`src/rtl/alu_reservation_station_pkg.sv`:
```
// Shared widths, opcode constants and the entry record for the ALU reservation station.
package alu_reservation_station_pkg;

    localparam int OPENUM_LEN      = 6;
    localparam int DATA_LEN        = 32;
    localparam int ROB_POS_LEN_DEF = 4;
    localparam int RS_SIZE_DEF     = 8;

    localparam logic [OPENUM_LEN-1:0] OP_ADD  = 6'd0;
    localparam logic [OPENUM_LEN-1:0] OP_SLT  = 6'd22;
    localparam logic [OPENUM_LEN-1:0] OP_SLTU = 6'd23;

    typedef struct packed {
        logic                       busy;
        logic [OPENUM_LEN-1:0]      openum;
        logic [ROB_POS_LEN_DEF-1:0] rob_pos;
        logic [DATA_LEN-1:0]        v1;
        logic [DATA_LEN-1:0]        v2;
        logic                       q1_valid;
        logic                       q2_valid;
        logic [ROB_POS_LEN_DEF-1:0] q1;
        logic [ROB_POS_LEN_DEF-1:0] q2;
    } rs_entry_t;

endpackage

```
`src/rtl/alu_reservation_station_select.sv`:
```
// Lowest-index priority encoder; shared by the free-slot and ready-slot searches.
module rs_select #(
    parameter int N = 8
) (
    input  logic [N-1:0]         req,
    output logic                 found,
    output logic [$clog2(N)-1:0] idx
);

    always_comb begin
        found = 1'b0;
        idx   = '0;
        for (int i = N - 1; i >= 0; i--) begin
            if (req[i]) begin
                found = 1'b1;
                idx   = i[$clog2(N)-1:0];
            end
        end
    end

endmodule

```
`src/rtl/alu_reservation_station.sv`:
```
// ALU reservation station: holds dispatched ops until operands resolve via CDB snooping,
// then issues the lowest-index ready entry to the combinational executor each cycle.
module alu_reservation_station
    import alu_reservation_station_pkg::*;
#(
    parameter int RS_SIZE     = RS_SIZE_DEF,
    parameter int ROB_POS_LEN = ROB_POS_LEN_DEF
) (
    input  logic                   clk,
    input  logic                   rst,
    input  logic                   rdy,
    input  logic                   rollback,
    input  logic                   disp_valid,
    input  logic [OPENUM_LEN-1:0]  disp_openum,
    input  logic [ROB_POS_LEN-1:0] disp_rob_pos,
    input  logic [DATA_LEN-1:0]    disp_v1,
    input  logic [DATA_LEN-1:0]    disp_v2,
    input  logic                   disp_q1_valid,
    input  logic                   disp_q2_valid,
    input  logic [ROB_POS_LEN-1:0] disp_q1,
    input  logic [ROB_POS_LEN-1:0] disp_q2,
    input  logic                   alu_cdb_valid,
    input  logic [ROB_POS_LEN-1:0] alu_cdb_rob_pos,
    input  logic [DATA_LEN-1:0]    alu_cdb_value,
    input  logic                   lsb_cdb_valid,
    input  logic [ROB_POS_LEN-1:0] lsb_cdb_rob_pos,
    input  logic [DATA_LEN-1:0]    lsb_cdb_value,
    output logic                   full,
    output logic                   exec_valid,
    output logic [OPENUM_LEN-1:0]  openum,
    output logic [DATA_LEN-1:0]    oprand1,
    output logic [DATA_LEN-1:0]    oprand2,
    output logic [ROB_POS_LEN-1:0] exec_rob_pos
);

    localparam int IDX_W = $clog2(RS_SIZE);

    rs_entry_t ent [RS_SIZE];
    rs_entry_t disp_entry;

    logic [RS_SIZE-1:0] busy_vec;
    logic [RS_SIZE-1:0] free_vec;
    logic [RS_SIZE-1:0] ready_vec;
    logic [RS_SIZE-1:0] busy_next;
    logic               free_found;
    logic               ready_found;
    logic [IDX_W-1:0]   free_idx;
    logic [IDX_W-1:0]   ready_idx;
    logic               do_disp;

    // Resolve one operand against both CDBs; the ALU bus wins if both carry the tag.
    function automatic logic [DATA_LEN:0] snoop(input logic qv,
                                                input logic [ROB_POS_LEN-1:0] q,
                                                input logic [DATA_LEN-1:0] v);
        if (qv && alu_cdb_valid && alu_cdb_rob_pos == q) return {1'b0, alu_cdb_value};
        if (qv && lsb_cdb_valid && lsb_cdb_rob_pos == q) return {1'b0, lsb_cdb_value};
        return {qv, v};
    endfunction

    always_comb begin
        busy_vec  = '0;
        free_vec  = '0;
        ready_vec = '0;
        for (int i = 0; i < RS_SIZE; i++) begin
            busy_vec[i]  = ent[i].busy;
            free_vec[i]  = ~ent[i].busy;
            ready_vec[i] = ent[i].busy & ~ent[i].q1_valid & ~ent[i].q2_valid;
        end
    end

    rs_select #(.N(RS_SIZE)) u_free_sel (
        .req   (free_vec),
        .found (free_found),
        .idx   (free_idx)
    );

    rs_select #(.N(RS_SIZE)) u_ready_sel (
        .req   (ready_vec),
        .found (ready_found),
        .idx   (ready_idx)
    );

    assign do_disp = disp_valid & ~full & free_found;

    always_comb begin
        disp_entry                        = '0;
        disp_entry.busy                   = 1'b1;
        disp_entry.openum                 = disp_openum;
        disp_entry.rob_pos                = disp_rob_pos;
        {disp_entry.q1_valid, disp_entry.v1} = snoop(disp_q1_valid, disp_q1, disp_v1);
        {disp_entry.q2_valid, disp_entry.v2} = snoop(disp_q2_valid, disp_q2, disp_v2);
        disp_entry.q1                     = disp_q1;
        disp_entry.q2                     = disp_q2;
    end

    // The allocator works from pre-issue busy, so a slot freed this cycle stays empty until next.
    always_comb begin
        busy_next = busy_vec;
        if (ready_found) busy_next[ready_idx] = 1'b0;
        if (do_disp)     busy_next[free_idx]  = 1'b1;
    end

    always_ff @(posedge clk) begin
        if (rst) begin
            for (int i = 0; i < RS_SIZE; i++) ent[i].busy <= 1'b0;
            full         <= 1'b0;
            exec_valid   <= 1'b0;
            openum       <= '0;
            oprand1      <= '0;
            oprand2      <= '0;
            exec_rob_pos <= '0;
        end else if (rdy) begin
            if (rollback) begin
                for (int i = 0; i < RS_SIZE; i++) ent[i].busy <= 1'b0;
                full       <= 1'b0;
                exec_valid <= 1'b0;
            end else begin
                for (int i = 0; i < RS_SIZE; i++) begin
                    if (ent[i].busy) begin
                        {ent[i].q1_valid, ent[i].v1} <= snoop(ent[i].q1_valid, ent[i].q1, ent[i].v1);
                        {ent[i].q2_valid, ent[i].v2} <= snoop(ent[i].q2_valid, ent[i].q2, ent[i].v2);
                    end
                end
                // Issue uses start-of-cycle state; a same-cycle wake-up is seen next cycle.
                if (ready_found) begin
                    exec_valid            <= 1'b1;
                    openum                <= ent[ready_idx].openum;
                    oprand1               <= ent[ready_idx].v1;
                    oprand2               <= ent[ready_idx].v2;
                    exec_rob_pos          <= ent[ready_idx].rob_pos;
                    ent[ready_idx].busy   <= 1'b0;
                end else begin
                    exec_valid <= 1'b0;
                end
                if (do_disp) ent[free_idx] <= disp_entry;
                full <= &busy_next;
            end
        end
    end

endmodule
```
`config.mk`:
```
export PLATFORM = sky130hd
export DESIGN_NAME = alu_reservation_station
export DESIGN_NICKNAME = d
export VERILOG_FILES = /design/src/rtl/alu_reservation_station_pkg.sv /design/src/rtl/alu_reservation_station_select.sv /design/src/rtl/alu_reservation_station.sv
export SDC_FILE = /design/constraint.sdc
export NUM_CORES = 2
export LEC_CHECK = 0
export CAP_MARGIN = 30
export CORE_ASPECT_RATIO = 0.9
export CORE_MARGIN = 10
export CORE_UTILIZATION = 53
export DETAILED_ROUTE_END_ITERATION = 16
export PLACE_DENSITY_LB_ADDON = 0.08
export SLEW_MARGIN = 20
export SYNTH_ARGS = -nofsm -noshare
export SYNTH_HDL_FRONTEND = slang
export SYNTH_SLANG_ARGS = --single-unit
```
`constraint.sdc`:
```
create_clock -name clk -period 17.8 [get_ports clk]
set_clock_uncertainty 0.15 [all_clocks]
set_input_delay 1.78 -clock clk [delete_from_list [all_inputs] [get_ports clk]]
set_output_delay 1.78 -clock clk [all_outputs]
set_load 0.02 [all_outputs]
```
Word level (Yosys, flattened, before mapping)
Index checks and enable logic that the tools add are counted.
{"block": "op_classes", "magnitude_cmp": 8, "n_eq_ne": 36, "muxes": 349, "n_bitwise": 42, "n_reduce_logical": 79}
{"cell": "680-bit two-way mux", "count": 5}
{"cell": "33-bit two-way mux", "count": 72}
{"cell": "66-bit two-way mux", "count": 32}
{"cell": "680-bit bitwise mux", "count": 2}
{"cell": "85-bit demux with 3-bit select", "count": 2}
{"cell": "85-bit binary-select mux with 3-bit select", "count": 1}
{"cell": "1-bit two-way mux", "count": 211}
{"cell": "85-bit two-way mux", "count": 2}
{"cell": "84-bit two-way mux", "count": 2}
{"cell": "4-bit == test", "count": 36}
{"cell": "1-bit logical AND", "count": 76}
{"cell": "3-bit two-way mux", "count": 16}
{"cell": "1-bit inverter", "count": 19}
{"cell": "1-bit bitwise AND", "count": 18}
{"cell": "8-bit two-way mux", "count": 2}
{"cell": "8-bit bitwise AND", "count": 1}
{"cell": "4-bit greater-or-equal comparator (second input constant)", "count": 2}
{"cell": "3-bit by 4-bit < comparator with 1-bit output (second input constant)", "count": 2}
{"cell": "4-bit by 1-bit < comparator with 1-bit output (second input constant)", "count": 2}
{"cell": "3-bit inverter with 4-bit output", "count": 2}
{"cell": "8-bit inverter", "count": 1}
{"cell": "8-bit bitwise OR", "count": 1}
{"cell": "8-bit AND reduction", "count": 1}
{"cell": "1-bit demux with 3-bit select", "count": 2}
{"cell": "other kinds (2)", "count": 4}
{"block": "totals", "reg_bits": 756, "out_inout_bits": 76}

Logic depth before layout (Yosys ltp)
{"block": "depth", "word_depth": 26, "mapped_depth": 11, "ltp_nobuf": 6}

Modules after synthesis
Synthesis repeated with hierarchy kept, for this count alone.
{"block": "hier_totals", "cells_unflattened": 4385, "area_unflattened_um2": 47395.5}
{"module": "alu_reservation_station", "n_inst": 1, "cells_each": 4359, "area_per_inst_um2": 47235.3, "seq_area_each_um2": 21861.0}
{"module": "rs_select", "n_inst": 2, "cells_each": 13, "area_per_inst_um2": 80.1, "seq_area_each_um2": 0.0}

Least setup slack after synthesis
OpenSTA, ideal clock, no wires.
{"block": "synth_timing", "path_kind": "input to register", "from": "input rollback", "to": "register exec_rob_pos[0]", "setup_time_ps": 79, "arrival_ps": 15920, "required_time_ps": 17571, "slack_ps": 1651, "path_stages": 7, "n_path_buf": 2, "cell_sequence": "nand2b_1 > or2_2 > clkbuf_1 > inv_1 > o211ai_1 > clkbuf_1 > o211ai_1"}
{"block": "synth_via", "elab_chain_cells": 2}
{"element": "start, declared", "line_no": "alu_reservation_station.sv:12", "text": "input logic rollback,"}
{"element": "1-bit inverter (no line)"}
{"element": "3-bit AND reduction (no line)"}
{"element": "end signal, assigned", "line_no": "alu_reservation_station.sv:130", "text": "exec_rob_pos <= ent[ready_idx].rob_pos;"}
{"element": "end, declared", "line_no": "alu_reservation_station.sv:33", "text": "output logic [ROB_POS_LEN-1:0] exec_rob_pos"}
No other way between the ends.
A chain may end at the register's enable or synchronous reset.

Worst setup path after layout
{"block": "layout_timing", "from": "input rdy", "to": "register ent[292] in the netlist's numbering (enable)"}
{"block": "layout_via", "elab_chain_cells": 1}
{"element": "start, declared", "line_no": "alu_reservation_station.sv:11", "text": "input logic rdy,"}
{"element": "3-bit AND reduction (no line)"}
{"element": "end signal, assigned by index", "line_no": "alu_reservation_station.sv:135", "text": "if (do_disp) ent[free_idx] <= disp_entry;"}
{"element": "end, declared", "line_no": "alu_reservation_station.sv:38", "text": "rs_entry_t ent [RS_SIZE];"}
No other way between the ends.

==> out/metrics.csv <==
metric,value,unit
"Seq/Total Area, Yosys",0.434,
Final WS setup,11190,ps
synthesized area,50300,um^2
most used cell along the critical path,buf_4,
most frequent cells in the layout,"edfxtp_1 (672), nand3_1 (386), o21ai_0 (337), o22ai_1 (299), nor2_1 (259)",
"Arr. time, crit path",6810,ps
# DRC,0,
end-of-flow core utilization,0.603,
status,"finished, final reports clean",
worst rel slew slack,0.226,
Routed Wire Length,239000,um
Die Span Y,312,um
final-stage net count,5311,
TritonCTS clock tree,yes,
placer congestion estimate,0.933,
Worst path depth,10,
Final Hold Vio Count,0,
Setup CP Type,in2reg,
Layout fillers,8061,
vias post-DR,50700,
number of synthesized register bits,756,
"EDFF count, synth",672,
clock sinks,756,
"commonest non-fill, non-tap cell in the layout",edfxtp_1,
total CTS buffers,86,
post-layout minimum cycle time,6610,ps
Ys Warns,0,
global-route wire length before repair,340000,um
final setup fails,0,
CTS resizes,0,
syn_area_per_cell,9.54,um^2
crit-path cells,"clkdlybuf4s50_1, nand2b_1, or2_2, inv_8, buf_12, buf_4, buf_4, buf_16, buf_4, buf_16",
worst-margin pin slew,1160,ps
vias in the first global route,48200,
clk root buf,clkbuf_16,
Pre-antenna DRT Iters,12,
Final period util,0.371,
hold_buf cts,0,
Worst EP required,18000,ps
Syn-to-layout area delta,13.0,%
row count,107,
Fin Setup TNS,0,ps
HP Class,reg2reg,
largest net degree at the start of global routing,171,
setup bufs post-CTS,0,
worst-skew pair later-pin latency,690,ps
CP peak stage delay,860,ps
CP Max Fanout,170,
Peak VDD IR,0.0748,mV
layout cells sized above 1,0.113,
top_reg_cell synth,edfxtp_1,
"Reg clk slew, reported paths",60,ps
Global Route Usage Sum,0.423,
"FFs w/ async S/R, synth",0,
cell area power density,76.6,nW/um^2
Register-to-Register Path Depth,9,
Fmax,0.151,GHz
die area,108000,um^2
RSZ-0062 raised after global routing,no,
Avg WL per Cell,36.8,um
Starting Density,0.533,
initial antenna violation count,10,
Place WS,10280,ps
Syn Inst Count,5279,
IO buf count,238,
Leak,19.8,nW
global route total overflow,0,
initial DRC count,9276,
register area,21900,um^2
Max Cap Violations,0,
library cells used by synthesis,76,
crit end category,flip-flop,
Clock Tree Buf Depth,3,
CP max-delay cell,buf_4,
H-tree depth,3,
crit start category,primary input,
Mapped Nets,5442,
worst path bufs/invs,8,
CORE AREA,94400,um^2
via/cell ratio,7.82,
I/O Pins,239,
Multi-input gate area,25800,um^2
pins over their slew limit,0,
Post-DRT Antenna Nets,0,
"delay-heaviest family, CP",buffers and inverters,
Die Width,345,um
Post-DP HPWL,133000,um
worst hold path depth,2,
==> where the power goes <==
part / switching (mW) / total [mW] / internal [mW]
sequential: 0.0212 / 1.98 / 1.96
combinational: 0.299 / 0.429 / 0.129
clock: 0.810 / 1.95 / 1.14
==> layout make-up <==
cell class | count | area share
inverters | 49 | 0.00337
clock inverters | 31 | 0.00702
repair buffers | 458 | 0.0774
diodes | 8 | 0.000352
well taps | 1253 | 0.0276
clock buffers | 130 | 0.0458
multi-input cells | 3797 | 0.454
flip-flops and latches | 756 | 0.385
==> cell usage after synthesis (all sizes together), types with 84 or more instances <==
master | number | area share
a21oi | 253 | 0.025
a221oi | 200 | 0.038
a22oi | 129 | 0.019
and2 | 209 | 0.026
buf | 206 | 0.022
clkbuf | 471 | 0.035
dfxtp | 84 | 0.033
edfxtp | 672 | 0.40
mux2i | 285 | 0.072
nand2 | 220 | 0.016
nand3 | 387 | 0.038
nand4 | 86 | 0.011
nor2 | 271 | 0.020
nor3 | 223 | 0.023
o21a | 196 | 0.029
o21ai | 347 | 0.035
o22ai | 299 | 0.037
o31ai | 225 | 0.034
xor2 | 85 | 0.015
==> kinds of logic after synthesis <==
group | count (synthesis) | share of synthesized area
adders and majority gates | 1 | 0.000199
DFF | 756 | 0.434
and+or+nand+nor | 1471 | 0.146
AOI/OAI and AO/OA | 1856 | 0.252
xor gates and xnor gates | 120 | 0.0209
buffers and inverters | 726 | 0.0610
muxes | 349 | 0.0866
==> state kept, by name (all words and copies together), names as in the netlist <==
| register | flops |
|---|---|
| ent | 672 |
| exec_valid | 1 |
| openum | 6 |
| oprand1 | 32 |
| exec_rob_pos | 4 |
| oprand2 | 32 |
| full | 1 |
| busy_vec | 8 |
==> final timing paths <==
check | startpoint | end | slack [ps]
worst max-delay path | rdy | ent[292] | 11190
worst min-delay path | oprand2[7] | oprand2[7] | 320
worst max register to register | busy_vec[1] | oprand1[20] | 12380
worst min register to register | oprand2[7] | oprand2[7] | 320
==> layer usage <==
metal | global-route usage | wire length [um] | vias to the layer above
met5 | 0.0167 | 294 | -
met4 | 0.257 | 17500 | 10
met3 | 0.172 | 42000 | 1297
met2 | 0.594 | 97200 | 5167
met1 | 0.537 | 81700 | 24100
li1 | - | - | 20100
==> worst register-to-register path: stages (launching register included) <==
cell,delay [ps]
dfxtp_4,330
buf_4,770
or3b_2,600
nand2_4,390
a31o_4,830
buf_4,760
buf_4,930
a22o_1,320
o21bai_1,150
o211ai_1,130
==> through the flow <==
step / cell area (um^2) / power, mW / instances / hold WS, ps
floorplan: 50300 / 2.25 / 5279 / 341
global placement: 53300 / 2.41 / 6282 / 298
detailed placement: 53500 / 2.41 / 6297 / 303
CTS: 56500 / 4.31 / 6458 / 316
global route: 56900 / 4.41 / 6477 / 331
finish: 56900 / 4.36 / 6482 / 320
(Power assumes the default switching activity.)
